File: src/rtl/rat_int_pkg.sv
// -----------------------------------------------------------------------------
// rat_int_pkg
// Shared types and constants for the RAT CPU interrupt controller.
//   int_state_t : controller state (IDLE = normal execution, SERVICE = inside
//                 an interrupt service routine, between accept and return).
//   MISS_W_DEF  : default width of the saturating missed-request counter.
// -----------------------------------------------------------------------------
package rat_int_pkg;

  typedef enum logic {
    IDLE    = 1'b0,
    SERVICE = 1'b1
  } int_state_t;

  localparam int MISS_W_DEF = 8;

endpackage

File: src/rtl/sync_edge.sv
// -----------------------------------------------------------------------------
// sync_edge
// Two-flop synchronizer for an asynchronous request line followed by a
// rising-edge detector. All flops reset to 0, so a line that is already high
// when reset is released is reported as a rising edge.
// Ports:
//   i_clk    : system clock
//   i_rst_n  : asynchronous active-low reset
//   i_async  : asynchronous input line
//   o_edge   : one-cycle pulse, high while sync2=1 and its delayed copy=0
// -----------------------------------------------------------------------------
module sync_edge (
  input  logic i_clk,
  input  logic i_rst_n,
  input  logic i_async,
  output logic o_edge
);

  logic r_sync1;
  logic r_sync2;
  logic r_prev;

  always_ff @(posedge i_clk or negedge i_rst_n) begin
    if (!i_rst_n) begin
      r_sync1 <= 1'b0;
      r_sync2 <= 1'b0;
      r_prev  <= 1'b0;
    end else begin
      r_sync1 <= i_async;
      r_sync2 <= r_sync1;
      r_prev  <= r_sync2;
    end
  end

  assign o_edge = r_sync2 & ~r_prev;

endmodule

File: src/rtl/rat_int_ctrl.sv
// -----------------------------------------------------------------------------
// rat_int_ctrl
// Interrupt controller for the RAT CPU. Synchronizes INTR, latches a single
// pending request, gates it with the interrupt-enable flag, saves C/Z into
// shadow registers on accept and asks the flag register to restore them on
// return.
// Ports:
//   CLK, RST_N    : clock, asynchronous active-low reset
//   INTR          : asynchronous interrupt line, rising edge = request
//   I_SET / I_CLR : SEI / CLI (honoured only in IDLE, CLI wins)
//   INT_ACK       : control unit entering the interrupt cycle
//   RETI, RETI_IE : return from interrupt; RETI_IE=1 re-enables interrupts
//   C_FLAG/Z_FLAG : live flags, captured into the shadows on accept
//   INT_PEND      : request to the control unit
//   I_FLAG        : interrupt-enable flag
//   SHAD_C/SHAD_Z : shadow flags
//   FLG_SHAD_SEL  : one-cycle pulse after return, flag register loads shadows
//   MISSED        : saturating count of request edges dropped while pending
// Handshake: INT_ACK and RETI are single-cycle strobes sampled on the rising
// edge; accept is only honoured while INT_PEND is high, return only in
// SERVICE. Every output is a register or a function of registers only, so
// there is no combinational path from INT_ACK/RETI to an output.
// -----------------------------------------------------------------------------
module rat_int_ctrl
  import rat_int_pkg::*;
#(
  parameter int MISS_W = MISS_W_DEF
) (
  input  logic              CLK,
  input  logic              RST_N,
  input  logic              INTR,
  input  logic              I_SET,
  input  logic              I_CLR,
  input  logic              INT_ACK,
  input  logic              RETI,
  input  logic              RETI_IE,
  input  logic              C_FLAG,
  input  logic              Z_FLAG,
  output logic              INT_PEND,
  output logic              I_FLAG,
  output logic              SHAD_C,
  output logic              SHAD_Z,
  output logic              FLG_SHAD_SEL,
  output logic [MISS_W-1:0] MISSED
);

  int_state_t        r_state;
  logic              r_pending;
  logic              r_i_flag;
  logic              r_shad_c;
  logic              r_shad_z;
  logic              r_shad_sel;
  logic [MISS_W-1:0] r_missed;

  logic w_edge;
  logic w_int_pend;
  logic w_accept;

  sync_edge u_sync_edge (
    .i_clk   (CLK),
    .i_rst_n (RST_N),
    .i_async (INTR),
    .o_edge  (w_edge)
  );

  assign w_int_pend = r_pending & r_i_flag & (r_state == IDLE);
  // w_int_pend already implies IDLE, so this is the full accept condition.
  assign w_accept   = INT_ACK & w_int_pend;

  // Control FSM with its registered outputs (I_FLAG, shadows, restore pulse).
  always_ff @(posedge CLK or negedge RST_N) begin
    if (!RST_N) begin
      r_state    <= IDLE;
      r_i_flag   <= 1'b0;
      r_shad_c   <= 1'b0;
      r_shad_z   <= 1'b0;
      r_shad_sel <= 1'b0;
    end else begin
      r_shad_sel <= 1'b0;
      case (r_state)
        IDLE: begin
          if (w_accept) begin
            r_state  <= SERVICE;
            r_shad_c <= C_FLAG;
            r_shad_z <= Z_FLAG;
            r_i_flag <= 1'b0;
          end else if (I_CLR) begin
            r_i_flag <= 1'b0;
          end else if (I_SET) begin
            r_i_flag <= 1'b1;
          end
        end
        SERVICE: begin
          // SEI/CLI are ignored here; only the return can change I_FLAG.
          if (RETI) begin
            r_state    <= IDLE;
            r_i_flag   <= RETI_IE;
            r_shad_sel <= 1'b1;
          end
        end
        default: r_state <= IDLE;
      endcase
    end
  end

  // Pending latch and missed counter. A new edge wins over the clear done by
  // an accept in the same cycle; that edge is not a miss since the old
  // request is being consumed.
  always_ff @(posedge CLK or negedge RST_N) begin
    if (!RST_N) begin
      r_pending <= 1'b0;
      r_missed  <= '0;
    end else begin
      if (w_edge) begin
        r_pending <= 1'b1;
        if (r_pending && !w_accept && (r_missed != '1)) begin
          r_missed <= r_missed + MISS_W'(1);
        end
      end else if (w_accept) begin
        r_pending <= 1'b0;
      end
    end
  end

  assign INT_PEND     = w_int_pend;
  assign I_FLAG       = r_i_flag;
  assign SHAD_C       = r_shad_c;
  assign SHAD_Z       = r_shad_z;
  assign FLG_SHAD_SEL = r_shad_sel;
  assign MISSED       = r_missed;

endmodule

File: config.mk
export PLATFORM = sky130hd
export DESIGN_NAME = rat_int_ctrl
export DESIGN_NICKNAME = d
export VERILOG_FILES = /design/src/rtl/rat_int_pkg.sv /design/src/rtl/sync_edge.sv /design/src/rtl/rat_int_ctrl.sv
export SDC_FILE = /design/constraint.sdc
export NUM_CORES = 1
export LEC_CHECK = 0
export CAP_MARGIN = 40
export CORE_UTILIZATION = 44
export CTS_CLUSTER_SIZE = 28
export DETAILED_ROUTE_END_ITERATION = 7
export GPL_ROUTABILITY_DRIVEN = 0
export PLACE_DENSITY = 0.76
export SLEW_MARGIN = 25
export SYNTH_ARGS = -nofsm -noshare
export SYNTH_HDL_FRONTEND = slang
export SYNTH_SLANG_ARGS = --single-unit
File: constraint.sdc
create_clock -name CLK -period 1.8 [get_ports CLK]
set_input_delay 0.36 -clock CLK [delete_from_list [all_inputs] [get_ports CLK]]
set_output_delay 0.36 -clock CLK [all_outputs]
set_load 0.02 [all_outputs]
== Word level (Yosys, flattened, before mapping) ==
Cells that the tools add are included.
W data, S select, Z words.

* Flip-flop bits (word level): 17
* Input bits: 10
* Output and inout port bits: 13
* Logic and storage cells: 39

* Add/subtract/negate cells: 1
* Equality and inequality tests: 3
* Muxes and demuxes: 12
* Bitwise logic cells: 6
* Reduce and logical (&&, ||, !) cells: 7

{| class="wikitable"
|+ Operator list
! operator !! count
|-
| $mux W1 || 10
|-
| $add A8 B1 Y8 const B || 1
|-
| $ne A8 B8 Y1 const B || 1
|-
| $reduce_and A2 Y1 || 3
|-
| $and A1 B1 Y1 || 4
|-
| $ne A4 B4 Y1 const B || 1
|-
| $pmux W1 S2 || 2
|-
| $logic_and A1 B1 Y1 || 2
|-
| $ne A2 B2 Y1 const B || 1
|-
| $not A1 Y1 || 2
|-
| $reduce_bool A2 Y1 || 1
|-
| $logic_not A1 Y1 || 1
|}

== Logic depth before layout (Yosys ltp) ==
* Depth after elaboration: 7
* Gate-level depth with buffers: 5
* Mapped depth without buffers: 5

== Cells and area by module ==
Synthesis repeated with hierarchy kept, for this count alone.

* Cell total of the unflattened synthesis: 62
* Area, all modules: 750.7 sq um

{| class="wikitable"
|+ By module, submodules not included
! module !! instances !! cells an instance !! area each (sq um) !! sequential area each (sq um)
|-
| rat_int_ctrl || 1 || 58 || 661.9 || 350.3
|-
| sync_edge || 1 || 4 || 88.8 || 75.1
|}

== Worst setup path before layout ==
No wires, ideal clock.

* Kind: flip-flop to flip-flop
* Start point: register r_i_flag, in the netlist I_FLAG
* End point: register r_missed[5], in the netlist MISSED[5]
* Setup time: 80 ps
* Arrival: 1523 ps
* Data required time: 1720 ps
* Setup slack: 197 ps
* Cell stages (with the launch flop): 5
* Buffers on the path: 0
* Clock period less this slack: 1603 ps
* Path through: dfrtp_1 > and3b_1 > or4_4 > nor3_2 > xor2_1

* Word-level cells in the longest chain between the ends: 7

{| class="wikitable"
|+ Ends and longest elaborated chain
! item !! RTL line !! source
|-
| from (decl) || rat_int_ctrl.sv:49 || <nowiki>logic r_i_flag;</nowiki>
|-
| from (signal assigned) || rat_int_ctrl.sv:74 || <nowiki>r_i_flag <= 1'b0;</nowiki>
|-
| from (signal assigned) || rat_int_ctrl.sv:86 || <nowiki>r_i_flag <= 1'b0;</nowiki>
|-
| from (signal assigned) || rat_int_ctrl.sv:88 || <nowiki>r_i_flag <= 1'b0;</nowiki>
|-
| $and A1 B1 Y1 (2 in a row) || rat_int_ctrl.sv:66 || <nowiki>assign w_int_pend = r_pending & r_i_flag & (r_state == IDLE);</nowiki>
|-
| $and A1 B1 Y1 || rat_int_ctrl.sv:68 || <nowiki>assign w_accept = INT_ACK & w_int_pend;</nowiki>
|-
| $logic_not A1 Y1 || rat_int_ctrl.sv:116 || <nowiki>if (r_pending && !w_accept && (r_missed != '1)) begin</nowiki>
|-
| $logic_and A1 B1 Y1 (2 in a row) || rat_int_ctrl.sv:116 ||
|-
| $reduce_and A2 Y1 (no line) || - ||
|-
| to (signal assigned) || rat_int_ctrl.sv:117 || <nowiki>r_missed <= r_missed + MISS_W'(1);</nowiki>
|-
| to (decl) || rat_int_ctrl.sv:53 || <nowiki>logic [MISS_W-1:0] r_missed;</nowiki>
|}

Every way passes these cells.
A chain may end at the register's enable or synchronous reset.

== Worst setup path after layout ==
* Start point: register r_missed[2], in the netlist MISSED[2]
* End point: output MISSED[2]

{| class="wikitable"
|+ RTL lines
! item !! RTL line !! source
|-
| to (decl) || rat_int_ctrl.sv:44 || <nowiki>output logic [MISS_W-1:0] MISSED</nowiki>
|}

No word-level cell between the ends.

==> out/results.txt <==
Setup Crit Path Kind = register to output port
Final Instance Area = 1020 um2
number of clock sinks = 17
Worst setup EP type = output port
Top Family by Delay on Critical Path = buffers and inverters
Critical Path AT = 1380 ps
Via density = 5.06
Max Slew Vio Count = 0
Die Ht = 42.8 um
area leader, netlist = dfrtp_1
post-synthesis mux area share = 0.0462
initial antenna violation count = 0
XOR/XNOR share of the synthesized area = 0.0599
status = completed
Worst-Margin Slew = 393 ps
Simple-Gate Fraction of Synth Area = 0.224
Setup WS pre-CTS = -131 ps
Root Buffer = clkbuf_4
routed len/inst = 12.4 um
ANT cells = 0
Largest register FFs = 8
antenna viol nets, final = 0
placed cell areas = 993 um2
Netlist cell types = 24
count of nets after finishing = 106
startpoint types = register
global-route wire length before repair = 2360 um
CP max FO = 7
share of cells above drive strength 1 = 0.128
post-CTS setup buffer count = 0
most frequent cells in the layout = 21 x clkdlybuf4s50_1, 17 x dfrtp_1, 7 x nand2_1
dominant cells by area after synthesis = dfrtp_1 58%, xor2_1 4.8%, mux2_2 4.6%, nand2_1 3.6%, nor2_1 3.1%
post-layout min period = 1740 ps
DRC Markers = 0
Yosys top cell area share = 0.582
Site Rows = 14
Max Cap Viol = 0
Peak VDD IR = 0.991 mV
main combinational cell family by area after synthesis = simple AND/OR/NAND/NOR gates
Synth-to-Final Area Change = 39.6%
Port Buf Inserts = 22
yosys warns = 0
Crit path largest cell delay = 640 ps
CTS clock-pin slew for the worst setup and hold paths = 100 ps
Initial Util = 0.479
syn_nets = 76
power per cell area = 1550 nW/um2
Final Skew = 2.99 ps
FF+latch count, synth = 17
Peak Freq = 574 MHz
setup_tns = 0 ps
largest net degree at the start of global routing = 18
crit path cell chain = clkdlybuf4s50_1
Hold/Removal Path Class = register to register
final hold violation count = 0
worst skew pair latency = 280 ps
CP Buf/Inv Count = 1
die area = 1830 um2
Core Area = 1520 um2
power consumption = 1580 uW
sequential area share after synthesis = 0.582
Pre-antenna DRT Iters = 4
vias in the first global route = 552
aggregate global-route resource usage = 0.178
total CTS buffers = 3
grt ovf = 0
via count = 557
crit share post-route = 0.967
synthesized area = 731 um2
Die Width = 42.8 um
leakage = 0.000456 uW
fillers = 121
post-synthesis compound-gate area fraction = 0.0497
Post-Synth Adder-Cell Area = 0.0171
critical path's slowest cell = clkdlybuf4s50_1
CTS tree = done
most common cell after layout, fill and taps aside = clkdlybuf4s50_1
final WL = 1370 um
DP Wirelength = 1050 um
Clock Tree Buf Depth = 2
Worst slew margin = 0.736
Synth Instances = 65
initial drt markers = 7
final worst slack = 59.2 ps
Mean Syn Cell Area = 11.2 um2
WP data required = 1440 ps
RSZ-0062 raised after global routing = no
# IOs = 23
H-tree depth = 1
final setup fails = 0
FF-to-FF setup slack = 200 ps
Worst Hold Margin = 370 ps
## path summary, 6_finish.rpt
check                      cells after the start                 from                  end
max                                            1            MISSED[2]            MISSED[2]
min                                            0  u_sync_edge.r_sync1  u_sync_edge.r_sync2
max reg2reg                                    4              r_state            MISSED[1]
min reg2reg                                    0  u_sync_edge.r_sync1  u_sync_edge.r_sync2
max in group asynchronous                      2                RST_N   u_sync_edge.r_prev
min in group asynchronous                      2                RST_N            MISSED[5]
## report_power, final
group	leakage [uW]	internal (uW)	switching [uW]
Combinational	0.000245	370	344
Sequential	0.000194	515	148
Clock	0.0000177	82.5	117
## cells in the mapped netlist
cell	instances
dfrtp_1	17
nand2_1	7
nor2_1	6
inv_1	4
xor2_1	4
a21oi_1	3
mux2_2	3
nand3_1	3
and3b_1	2
nand2b_1	2
a211oi_1	1
and4_1	1
ha_1	1
nand4_1	1
nand4b_1	1
nor2b_1	1
nor3_1	1
nor3_2	1
nor4_1	1
o21ai_0	1
o221ai_1	1
or2b_1	1
or4_4	1
xnor2_1	1
## cell type report
class	count	area, um2	share of cell area
clock inverter	1	5.00	0.00491
timing repair buffer	25	241	0.237
inverter	4	15.0	0.0147
sequential	17	425	0.417
clock buffer	3	22.5	0.0221
tap	16	20.0	0.0196
multi-input combinational	44	290	0.285
## per-layer routing
metal  track usage  part of all wire  vias to the layer above
met4         0.113             0.026                        0
met1         0.210              0.46                      253
met3        0.0298             0.036                        4
met2         0.297              0.48                       14
met5             0                 0                        -
li1              -                 -                      286
## metrics by stage
| step | std cells | util |
|---|---|---|
| floorplan | 65 | - |
| global placement | 106 | 0.652 |
| detailed placement | 106 | 0.652 |
| CTS | 110 | 0.669 |
| global route | 110 | 0.669 |
| finish | 110 | 0.669 |
## cell families (layout without fill, tap and decap cells)
| logic type | after synthesis | in the layout |
|---|---|---|
| AO/OA/AOI/OAI | 6 | 6 |
| XOR/XNOR | 5 | 5 |
| adder cells (fa/ha/maj) | 1 | 1 |
| buffers and inverters | 4 | 33 |
| flip-flops | 17 | 17 |
| multiplexers | 3 | 3 |
| AND/OR/NAND/NOR | 29 | 29 |
## repair_timing
item,in CTS,in global routing
setup endpoints to repair,1,0
hold buffers,0,0
resized for setup,1,0
(Power assumes the default switching activity.)
